<file path="src/rtl/mac_array_stream.sv">
// Streaming B-broadcast MAC array: N lanes compute dot products of length len against one
// shared B stream, with A skewed per lane so lane i meets its operand at B pipe stage i.

module mac_array_lane #(
  parameter int DATA_WIDTH = 8,
  parameter int ACC_WIDTH  = 24,
  parameter int SIGNED     = 0,
  parameter int DEPTH      = 1
) (
  input  logic                  i_clk,
  input  logic                  i_rst,
  input  logic                  i_clr,
  input  logic                  i_en,
  input  logic                  i_sat,
  input  logic [DATA_WIDTH-1:0] i_a,
  input  logic [DATA_WIDTH-1:0] i_b,
  output logic [ACC_WIDTH-1:0]  o_acc,
  output logic                  o_ovf
);
  localparam int PW = 2 * DATA_WIDTH;
  localparam int SW = ACC_WIDTH + 1;

  logic [DEPTH-1:0][DATA_WIDTH-1:0] r_skew;
  logic [ACC_WIDTH-1:0]             r_acc;
  logic                             r_ovf;
  logic [DATA_WIDTH-1:0]            w_a;
  logic [SW-1:0]                    w_sum;
  logic                             w_ovf;
  logic [ACC_WIDTH-1:0]             w_clamp;
  logic [ACC_WIDTH-1:0]             w_next;

  assign w_a = r_skew[DEPTH-1];

  // Sum is one bit wider than the accumulator so overflow is visible before clamping.
  generate
    if (SIGNED != 0) begin : g_signed
      logic signed [PW-1:0] w_prod;
      assign w_prod  = PW'($signed(w_a)) * PW'($signed(i_b));
      assign w_sum   = SW'($signed(r_acc)) + SW'(w_prod);
      assign w_ovf   = w_sum[SW-1] ^ w_sum[SW-2];
      assign w_clamp = w_sum[SW-1] ? {1'b1, {(ACC_WIDTH-1){1'b0}}}
                                   : {1'b0, {(ACC_WIDTH-1){1'b1}}};
    end else begin : g_unsigned
      logic [PW-1:0] w_prod;
      assign w_prod  = PW'(w_a) * PW'(i_b);
      assign w_sum   = SW'(r_acc) + SW'(w_prod);
      assign w_ovf   = w_sum[SW-1];
      assign w_clamp = '1;
    end
  endgenerate

  assign w_next = (w_ovf && i_sat) ? w_clamp : w_sum[ACC_WIDTH-1:0];

  always_ff @(posedge i_clk) begin
    if (i_rst) begin
      r_skew <= '0;
      r_acc  <= '0;
      r_ovf  <= 1'b0;
    end else begin
      r_skew[0] <= i_a;
      for (int k = 1; k < DEPTH; k++) r_skew[k] <= r_skew[k-1];
      if (i_clr) begin
        r_acc <= '0;
        r_ovf <= 1'b0;
      end else if (i_en) begin
        r_acc <= w_next;
        r_ovf <= r_ovf | w_ovf;
      end
    end
  end

  assign o_acc = r_acc;
  assign o_ovf = r_ovf;
endmodule

module mac_array_stream #(
  parameter  int DATA_WIDTH = 8,
  parameter  int N          = 8,
  parameter  int ACC_WIDTH  = 24,
  parameter  int K_MAX      = 256,
  parameter  int SIGNED     = 0,
  localparam int LW         = $clog2(K_MAX + 1)
) (
  input  logic                    i_clk,
  input  logic                    i_rst,
  input  logic                    i_start,
  input  logic [LW-1:0]           i_len,
  input  logic                    i_sat_en,
  input  logic                    i_in_valid,
  output logic                    o_in_ready,
  input  logic [DATA_WIDTH-1:0]   i_b_in,
  input  logic [N*DATA_WIDTH-1:0] i_a_in,
  output logic [N*ACC_WIDTH-1:0]  o_c_out,
  output logic [N-1:0]            o_ovf,
  output logic                    o_out_valid,
  input  logic                    i_out_ready,
  output logic                    o_busy
);
  localparam int DCW = $clog2(N + 1);

  typedef enum logic [1:0] {S_IDLE, S_RUN, S_DRAIN, S_DONE} state_t;

  state_t                            r_state, w_next;
  logic [LW-1:0]                     r_rem;
  logic [DCW-1:0]                    r_dcnt;
  logic                              r_sat;
  logic [N-1:0][DATA_WIDTH-1:0]      r_b_pipe;
  logic [N-1:0]                      r_vld_pipe;
  logic [N-1:0][DATA_WIDTH-1:0]      w_a;
  logic [N-1:0][ACC_WIDTH-1:0]       w_acc;
  logic                              w_accept;
  logic                              w_clr;

  assign w_a      = i_a_in;
  assign w_accept = i_in_valid && (r_state == S_RUN);

  always_comb begin
    w_next      = r_state;
    w_clr       = 1'b0;
    o_in_ready  = 1'b0;
    o_out_valid = 1'b0;
    o_busy      = 1'b1;
    case (r_state)
      S_IDLE: begin
        o_busy = 1'b0;
        if (i_start) begin
          w_clr  = 1'b1;
          w_next = (i_len == '0) ? S_DONE : S_RUN;
        end
      end
      S_RUN: begin
        o_in_ready = 1'b1;
        if (w_accept && r_rem == LW'(1)) w_next = S_DRAIN;
      end
      // Final beat needs N more edges to reach lane N-1's accumulator, plus one to settle.
      S_DRAIN: if (r_dcnt == DCW'(N)) w_next = S_DONE;
      S_DONE: begin
        o_out_valid = 1'b1;
        if (i_out_ready) w_next = S_IDLE;
      end
      default: w_next = S_IDLE;
    endcase
  end

  always_ff @(posedge i_clk) begin
    if (i_rst) begin
      r_state    <= S_IDLE;
      r_rem      <= '0;
      r_dcnt     <= '0;
      r_sat      <= 1'b0;
      r_b_pipe   <= '0;
      r_vld_pipe <= '0;
    end else begin
      r_state <= w_next;
      if (r_state == S_IDLE && i_start) begin
        r_rem <= i_len;
        r_sat <= i_sat_en;
      end else if (w_accept) begin
        r_rem <= r_rem - LW'(1);
      end
      r_dcnt        <= (r_state == S_DRAIN) ? r_dcnt + DCW'(1) : '0;
      r_b_pipe[0]   <= i_b_in;
      r_vld_pipe[0] <= w_accept;
      for (int k = 1; k < N; k++) begin
        r_b_pipe[k]   <= r_b_pipe[k-1];
        r_vld_pipe[k] <= r_vld_pipe[k-1];
      end
    end
  end

  for (genvar i = 0; i < N; i++) begin : g_lane
    mac_array_lane #(
      .DATA_WIDTH (DATA_WIDTH),
      .ACC_WIDTH  (ACC_WIDTH),
      .SIGNED     (SIGNED),
      .DEPTH      (i + 1)
    ) u_lane (
      .i_clk (i_clk),
      .i_rst (i_rst),
      .i_clr (w_clr),
      .i_en  (r_vld_pipe[i]),
      .i_sat (r_sat),
      .i_a   (w_a[i]),
      .i_b   (r_b_pipe[i]),
      .o_acc (w_acc[i]),
      .o_ovf (o_ovf[i])
    );
  end

  assign o_c_out = w_acc;
endmodule

</file>
<file path="config.mk">
export PLATFORM = sky130hd
export DESIGN_NAME = mac_array_stream
export DESIGN_NICKNAME = d
export VERILOG_FILES = /design/src/rtl/mac_array_stream.sv
export SDC_FILE = /design/constraint.sdc
export NUM_CORES = 2
export LEC_CHECK = 0
export CORE_AREA = 2 2 288 290
export CTS_BUF_LIST = sky130_fd_sc_hd__clkbuf_4 sky130_fd_sc_hd__clkbuf_8
export CTS_CLUSTER_DIAMETER = 50
export DETAILED_ROUTE_END_ITERATION = 6
export DIE_AREA = 0 0 290 292
export PLACE_DENSITY = 0.69
export REMOVE_ABC_BUFFERS = 1
export SETUP_SLACK_MARGIN = 0.3
export SYNTH_ARGS = -nofsm -noshare
export SYNTH_HDL_FRONTEND = slang
export SYNTH_HIERARCHICAL = 1
export SYNTH_SLANG_ARGS = --single-unit
</file>
<file path="constraint.sdc">
create_clock -name i_clk -period 14.22 [get_ports i_clk]
set_input_delay 2.844 -clock i_clk [delete_from_list [all_inputs] [get_ports i_clk]]
set_output_delay 2.844 -clock i_clk [all_outputs]
set_load 0.02 [all_outputs]
</file>
# --- Word-level counts from Yosys, hierarchy flattened ---
# Index checks and enable logic that the tools add are counted.
totals:
  reg_bits: 576
  out_inout_bits: 203
classes:
  addsub: 10
  multipliers: 8
  eq_ne: 9
  n_mux: 21
  bitwise: 9
  reduce_logical: 17
op_table:
  columns: ["operator", "n"]
  rows:
  - ["$add A24 B16 Y25", 8]
  - ["$mux W24", 8]
  - ["$mul A8 B8 Y16", 8]
  - ["$mux W9", 2]
  - ["$logic_and A1 B1 Y1", 11]
  - ["$mux W2", 5]
  - ["$eq A9 B1 Y1 const B", 1]
  - ["$logic_not A9 Y1", 1]
  - ["$sub A9 B1 Y9 const B", 1]
  - ["$or A1 B1 Y1", 8]
  - ["$pmux W2 S4", 1]
  - ["$ne A2 B2 Y1 const B", 3]
  - ["$mux W1", 5]
  - ["$add A4 B1 Y4 const B", 1]
  - ["$eq A2 B2 Y1 const B", 2]
  - ["$eq A4 B4 Y1 const B", 1]
  - ["$reduce_and A4 Y1", 1]
  - ["$reduce_or A2 Y1", 2]
  - ["$eq A2 B1 Y1 const B", 1]
  - ["$logic_not A2 Y1", 1]
  - ["$ne A2 B1 Y1 const B", 1]
  - ["$reduce_bool A2 Y1", 1]
  - ["$not A1 Y1", 1]

# --- Depth between registers and ports, before layout ---
depth:
  ltp_word: 5
  depth_mapped: 20

# --- Modules after synthesis ---
# The synthesis kept the hierarchy.
by_module_without_submodules:
  columns: ["mod", "n_inst", "cells_per_inst", "area_each_um2", "seq_area_each_um2"]
  rows:
  - ["mac_array_lane at g_lane[7].u_lane", 1, 572, 5376.4, 1781.7]
  - ["mac_array_lane at g_lane[6].u_lane", 1, 555, 5162.5, 1621.6]
  - ["mac_array_lane at g_lane[5].u_lane", 1, 555, 5054.8, 1461.4]
  - ["mac_array_lane at g_lane[4].u_lane", 1, 537, 4868.4, 1301.2]
  - ["mac_array_lane at g_lane[3].u_lane", 1, 520, 4654.5, 1141.1]
  - ["mac_array_lane at g_lane[2].u_lane", 1, 505, 4390.5, 980.9]
  - ["mac_array_lane at g_lane[1].u_lane", 1, 471, 4111.4, 820.8]
  - ["mac_array_lane at g_lane[0].u_lane", 1, 439, 3910.0, 660.6]
  - ["mac_array_stream", 1, 260, 2854.0, 1761.7]

# --- Least setup slack after synthesis ---
# No wires, ideal clock.
synth_path:
  path_type: "reg-to-reg"
  from: "register r_b_pipe[9] (netlist name)"
  to: "register g_lane[1].u_lane.r_acc[22]"
  arrival_time_ps: 4480
  required_ps: 14098
  setup_slack_ps: 9618
  stages_incl_launch_ff: 18
  path_buffers: 1
  period_less_slack_ps: 4602
  cell_sequence: "dfxtp_1 > clkbuf_1 > nand2_1 > fa_1 > inv_1 > fa_1 > fa_1 > inv_1 > fa_1 > inv_1 > ha_1 > a21o_1 > a31oi_1 > a211oi_2 > a211o_2 > and3b_4 > and3_1 > a311o_1"
synth_via:
  elab_chain_cells: 4
synth_lines:
  columns: ["item", "line_no", "text"]
  rows:
  - ["from (decl)", "107", "logic [N-1:0][DATA_WIDTH-1:0] r_b_pipe;"]
  - ["from (signal, indexed assignment)", "165", "r_b_pipe[k] <= r_b_pipe[k-1];"]
  - ["$mul A8 B8 Y16 *", "45", "assign w_prod = PW'(w_a) * PW'(i_b);"]
  - ["$add A24 B16 Y25 *", "46", "assign w_sum = SW'(r_acc) + SW'(w_prod);"]
  - ["$logic_and A1 B1 Y1", "52", "assign w_next = (w_ovf && i_sat) ? w_clamp : w_sum[ACC_WIDTH-1:0];"]
  - ["$mux W24 *", "52", null]
  - ["to (signal assigned)", "66", "r_acc <= w_next;"]
  - ["to (decl)", "24", "logic [ACC_WIDTH-1:0] r_acc;"]
# Mark *: on every way between the ends. The rest lies on a longest branch, timed or not.
# A chain may end at the register's enable or synchronous reset.

# --- Final worst setup path ---
layout_path:
  from: "input i_start"
  to: "register g_lane[1].u_lane.r_acc[14]"
layout_via:
  elab_chain_cells: 3
layout_lines:
  columns: ["item", "line_no", "text"]
  rows:
  - ["from (decl)", "86", "input logic i_start,"]
  - ["$mux W1", "126", "if (i_start) begin"]
  - ["$mux W1", "123", "case (r_state)"]
  - ["net w_clr", "112", "logic w_clr;"]
  - ["$reduce_or A2 Y1 (no line)", null, null]
# The timed path passes the listed nets, and every way through them passes these cells.

==> impl_metrics.py <==
metrics = {
    "sta": {
        "setup_viol": 0,
        "setup_ws_ns": 8.90,
        "period_share_pct": 37.4,
        "hold_violations": 0,
        "clock_skew_ns": 0.0285,
        "final_max_slew_viol_count": 0,
        "max_freq_mhz": 188,
        "rsz0062_at_grt": "no",
        "slew_headroom_pct": 19.4,
        "layout_min_cycle_time_ns": 5.32,
        "worst_slew_pin_slew_ns": 1.20,
        "tns_ns": 0,
    },
    "clock_network": {
        "clk_pin_slew_ns": 0.06,
        "clock_latency_ns": 0.73,
        "cts_hold_buf": 0,
        "cts_tree": "built",
        "clock-root-buffer": "clkbuf_8",
        "postCtsSetupBuffers": 0,
        "cts_buffers": 104,
        "clock_sinks": 576,
        "clk_path_buf_depth": 3,
        "ctsResizeCount": 0,
        "h-tree-depth": 3,
    },
    "finish": {
        "fin_cells": 5856,
        "multi_input_area_mm2": 0.0252,
        "seq_area_mm2": 0.0115,
        "drive_gt1_share_pct": 6.15,
        "area_growth_pct": 15.4,
        "nNetsFinal": 5521,
        "fill_cells": 7352,
    },
    "yosys": {
        "ys.flop_type": "dfxtp_1",
        "synth_seq_cells": 576,
        "yosysWarningCount": 6,
        "synth_cell_type_count": 98,
        "seq_area_frac_synth_pct": 28.6,
        "synthesis.area_mm2": 0.0404,
        "synth_enable_flop_cells": 0,
        "synthCells": 4414,
        "async_flop_share_pct": 0,
        "synth_area_per_cell_um2": 9.15,
    },
    "drt": {
        "vias_per_cell": 5.11,
        "first_pass_iters": 5,
        "drtIter0Drc": 1573,
        "wl_per_cell_um": 15.7,
        "vias": 29900,
        "ant_nets": 0,
        "route.detailed.drc": 0,
        "drt-total-wl_um": 92200,
    },
    "floorplanning": {
        "die_area_mm2": 0.0847,
        "die_h_um": 292,
        "rows": 105,
        "start_util_pct": 49.5,
        "core-area_mm2": 0.0816,
        "pin_count": 290,
        "die_x_um": 290,
    },
    "global_routing": {
        "grt_pass1_vias": 30500,
        "grtUsageTotal_pct": 22.2,
        "grt_overflow": 0,
        "grt_max_degree": 165,
        "antenna_found_initial": 5,
        "grt_pass1_wl_um": 155000,
    },
    "worst_setup_path": {
        "cp-start-kind": "input port",
        "crit_arrival_ns": 5.96,
        "required_ns": 14.86,
        "path_max_fanout": 22,
        "path_class": "input port to register",
        "crit_path_end_kind": "register",
    },
    "placed_design": {
        "portBuffers": 289,
        "dp_slack_ns": 8.19,
        "place.gp.congestion": 0.880,
        "placed_cells": 5661,
        "dpl.hpwl_um": 70700,
    },
    "min_path": {
        "holdCritPathClass": "register to register",
    },
    "power_and_ir_drop": {
        "power_mw": 3.83,
        "leakagePower_nw": 21.6,
        "peakVddDrop_mv": 0.0753,
        "power_density_mw_per_mm2": 82.1,
    },
    "status": {
        "status": "finished clean",
    },
    "flow_run": {
        "drv_cap": 0,
    },
}
## kinds of logic (layout without fill, tap and decap cells)
logic type      after synthesis  after routing  share of synthesized area, %
compound gates              701            701                          11.4
xor+xnor                    126            126                          2.73
fa+ha+maj                   737            737                          30.3
buf+inv                     946           1315                          9.03
flops                       576            576                          28.6
mux                           8              8                         0.211
other cells                   0              3                             0
simple gates               1320           1320                          17.8
## path summary, 6_finish.rpt
kind	endpoint	start	depth (start not counted)	slack, ns
min	g_lane[7].u_lane/r_skew[42]	g_lane[7].u_lane/r_skew[34]	1	0.43
min reg2reg	g_lane[7].u_lane/r_skew[42]	g_lane[7].u_lane/r_skew[34]	1	0.43
max reg2reg	g_lane[1].u_lane/o_acc[11]	g_lane[1].u_lane/w_a[0]	16	8.94
max	g_lane[1].u_lane/o_acc[14]	i_start	7	8.90
## power by group
part / internal [mW] / switching (mW) / leakage, nW
registers: 1.66 / 0.0454 / 4.68
logic: 0.140 / 0.202 / 15.7
clock network: 1.05 / 0.734 / 1.27
total: 2.85 / 0.981 / 21.6
## placed cells by master (no fill, tap or decap), drive strengths merged, types with 7 or more instances in the layout
master and count:
or3 9, a221oi 43, and4 16, dfxtp 576
nor2 107, and3 28, clkdlybuf4s50 288, nand2b 17
o22ai 8, nand4 20, o31ai 8, nand2 338
o21ai 172, bufinv 8, clkinv 21, a21boi 7
xnor2 59, a211oi 32, clkbuf 152, a31oi 40
o211ai 14, xor2 67, a41oi 8, o2111ai 7
or2 15, o221a 7, fa 400, o21bai 7
ha 337, a21o 39, mux2i 7, a21oi 243
inv 832, buf 9, and2 294, nor3 31
o21a 19, nor2b 371, nand3 53
## registers in the layout, indices dropped and copies added, names as in the netlist
signal / cells
r_vld_pipe: 8
g_lane.u_lane/o_ovf: 8
r_sat: 1
g_lane.u_lane/r_skew: 232
r_b_pipe: 64
g_lane.u_lane/o_acc: 192
r_state: 2
r_dcnt: 4
g_lane.u_lane/w_a: 56
r_rem: 9
## worst max-delay path, cell delays in order
cell and delay (ns):
clkdlybuf4s50_1 0.41, nand2_1 0.48, inv_1 0.45, buf_4 0.36, nor2_1 0.95, o21ai_0 0.23
a31oi_1 0.21
## cells in the mapped netlist (all sizes together), types with 67 or more instances
library cell / number / share of area, %
a21oi: 243 / 3.1
o21ai: 172 / 2.2
fa: 400 / 20
nor2: 107 / 1.0
and2: 294 / 4.6
ha: 337 / 10
nor2b: 371 / 5.8
clkbuf: 82 / 0.76
dfxtp: 576 / 29
xor2: 67 / 1.5
nand2: 338 / 3.2
inv: 826 / 7.7
## layer usage
layer | routed length [um] | global-route usage [%]
met1 | 41700 | 29.6
met2 | 42100 | 36.0
met3 | 6330 | 5.14
met4 | 2080 | 6.91
met5 | 44 | 0
## stage by stage
| stage | instance area (um^2) | hold WS [ns] | utilization (%) |
|---|---|---|---|
| after global placement | 44100 | 0.417 | 54.1 |
| final | 46600 | 0.426 | 57.1 |
| after floorplan | 39800 | 0.414 | - |
| after detailed placement | 44100 | 0.420 | 54.1 |
| after global routing | 46600 | 0.442 | 57.1 |
| after CTS | 46600 | 0.429 | 57.1 |
## layout make-up
cell class | count | area share (%)
antenna | 3 | 0.0161
sequential | 576 | 24.8
clock inverter | 40 | 0.996
multi-input combinational | 2892 | 54.1
clock buffer | 152 | 4.24
inverter | 826 | 6.65
timing repair buffer | 297 | 6.38
tap | 1070 | 2.87
Power figures use the tool's default switching activity.
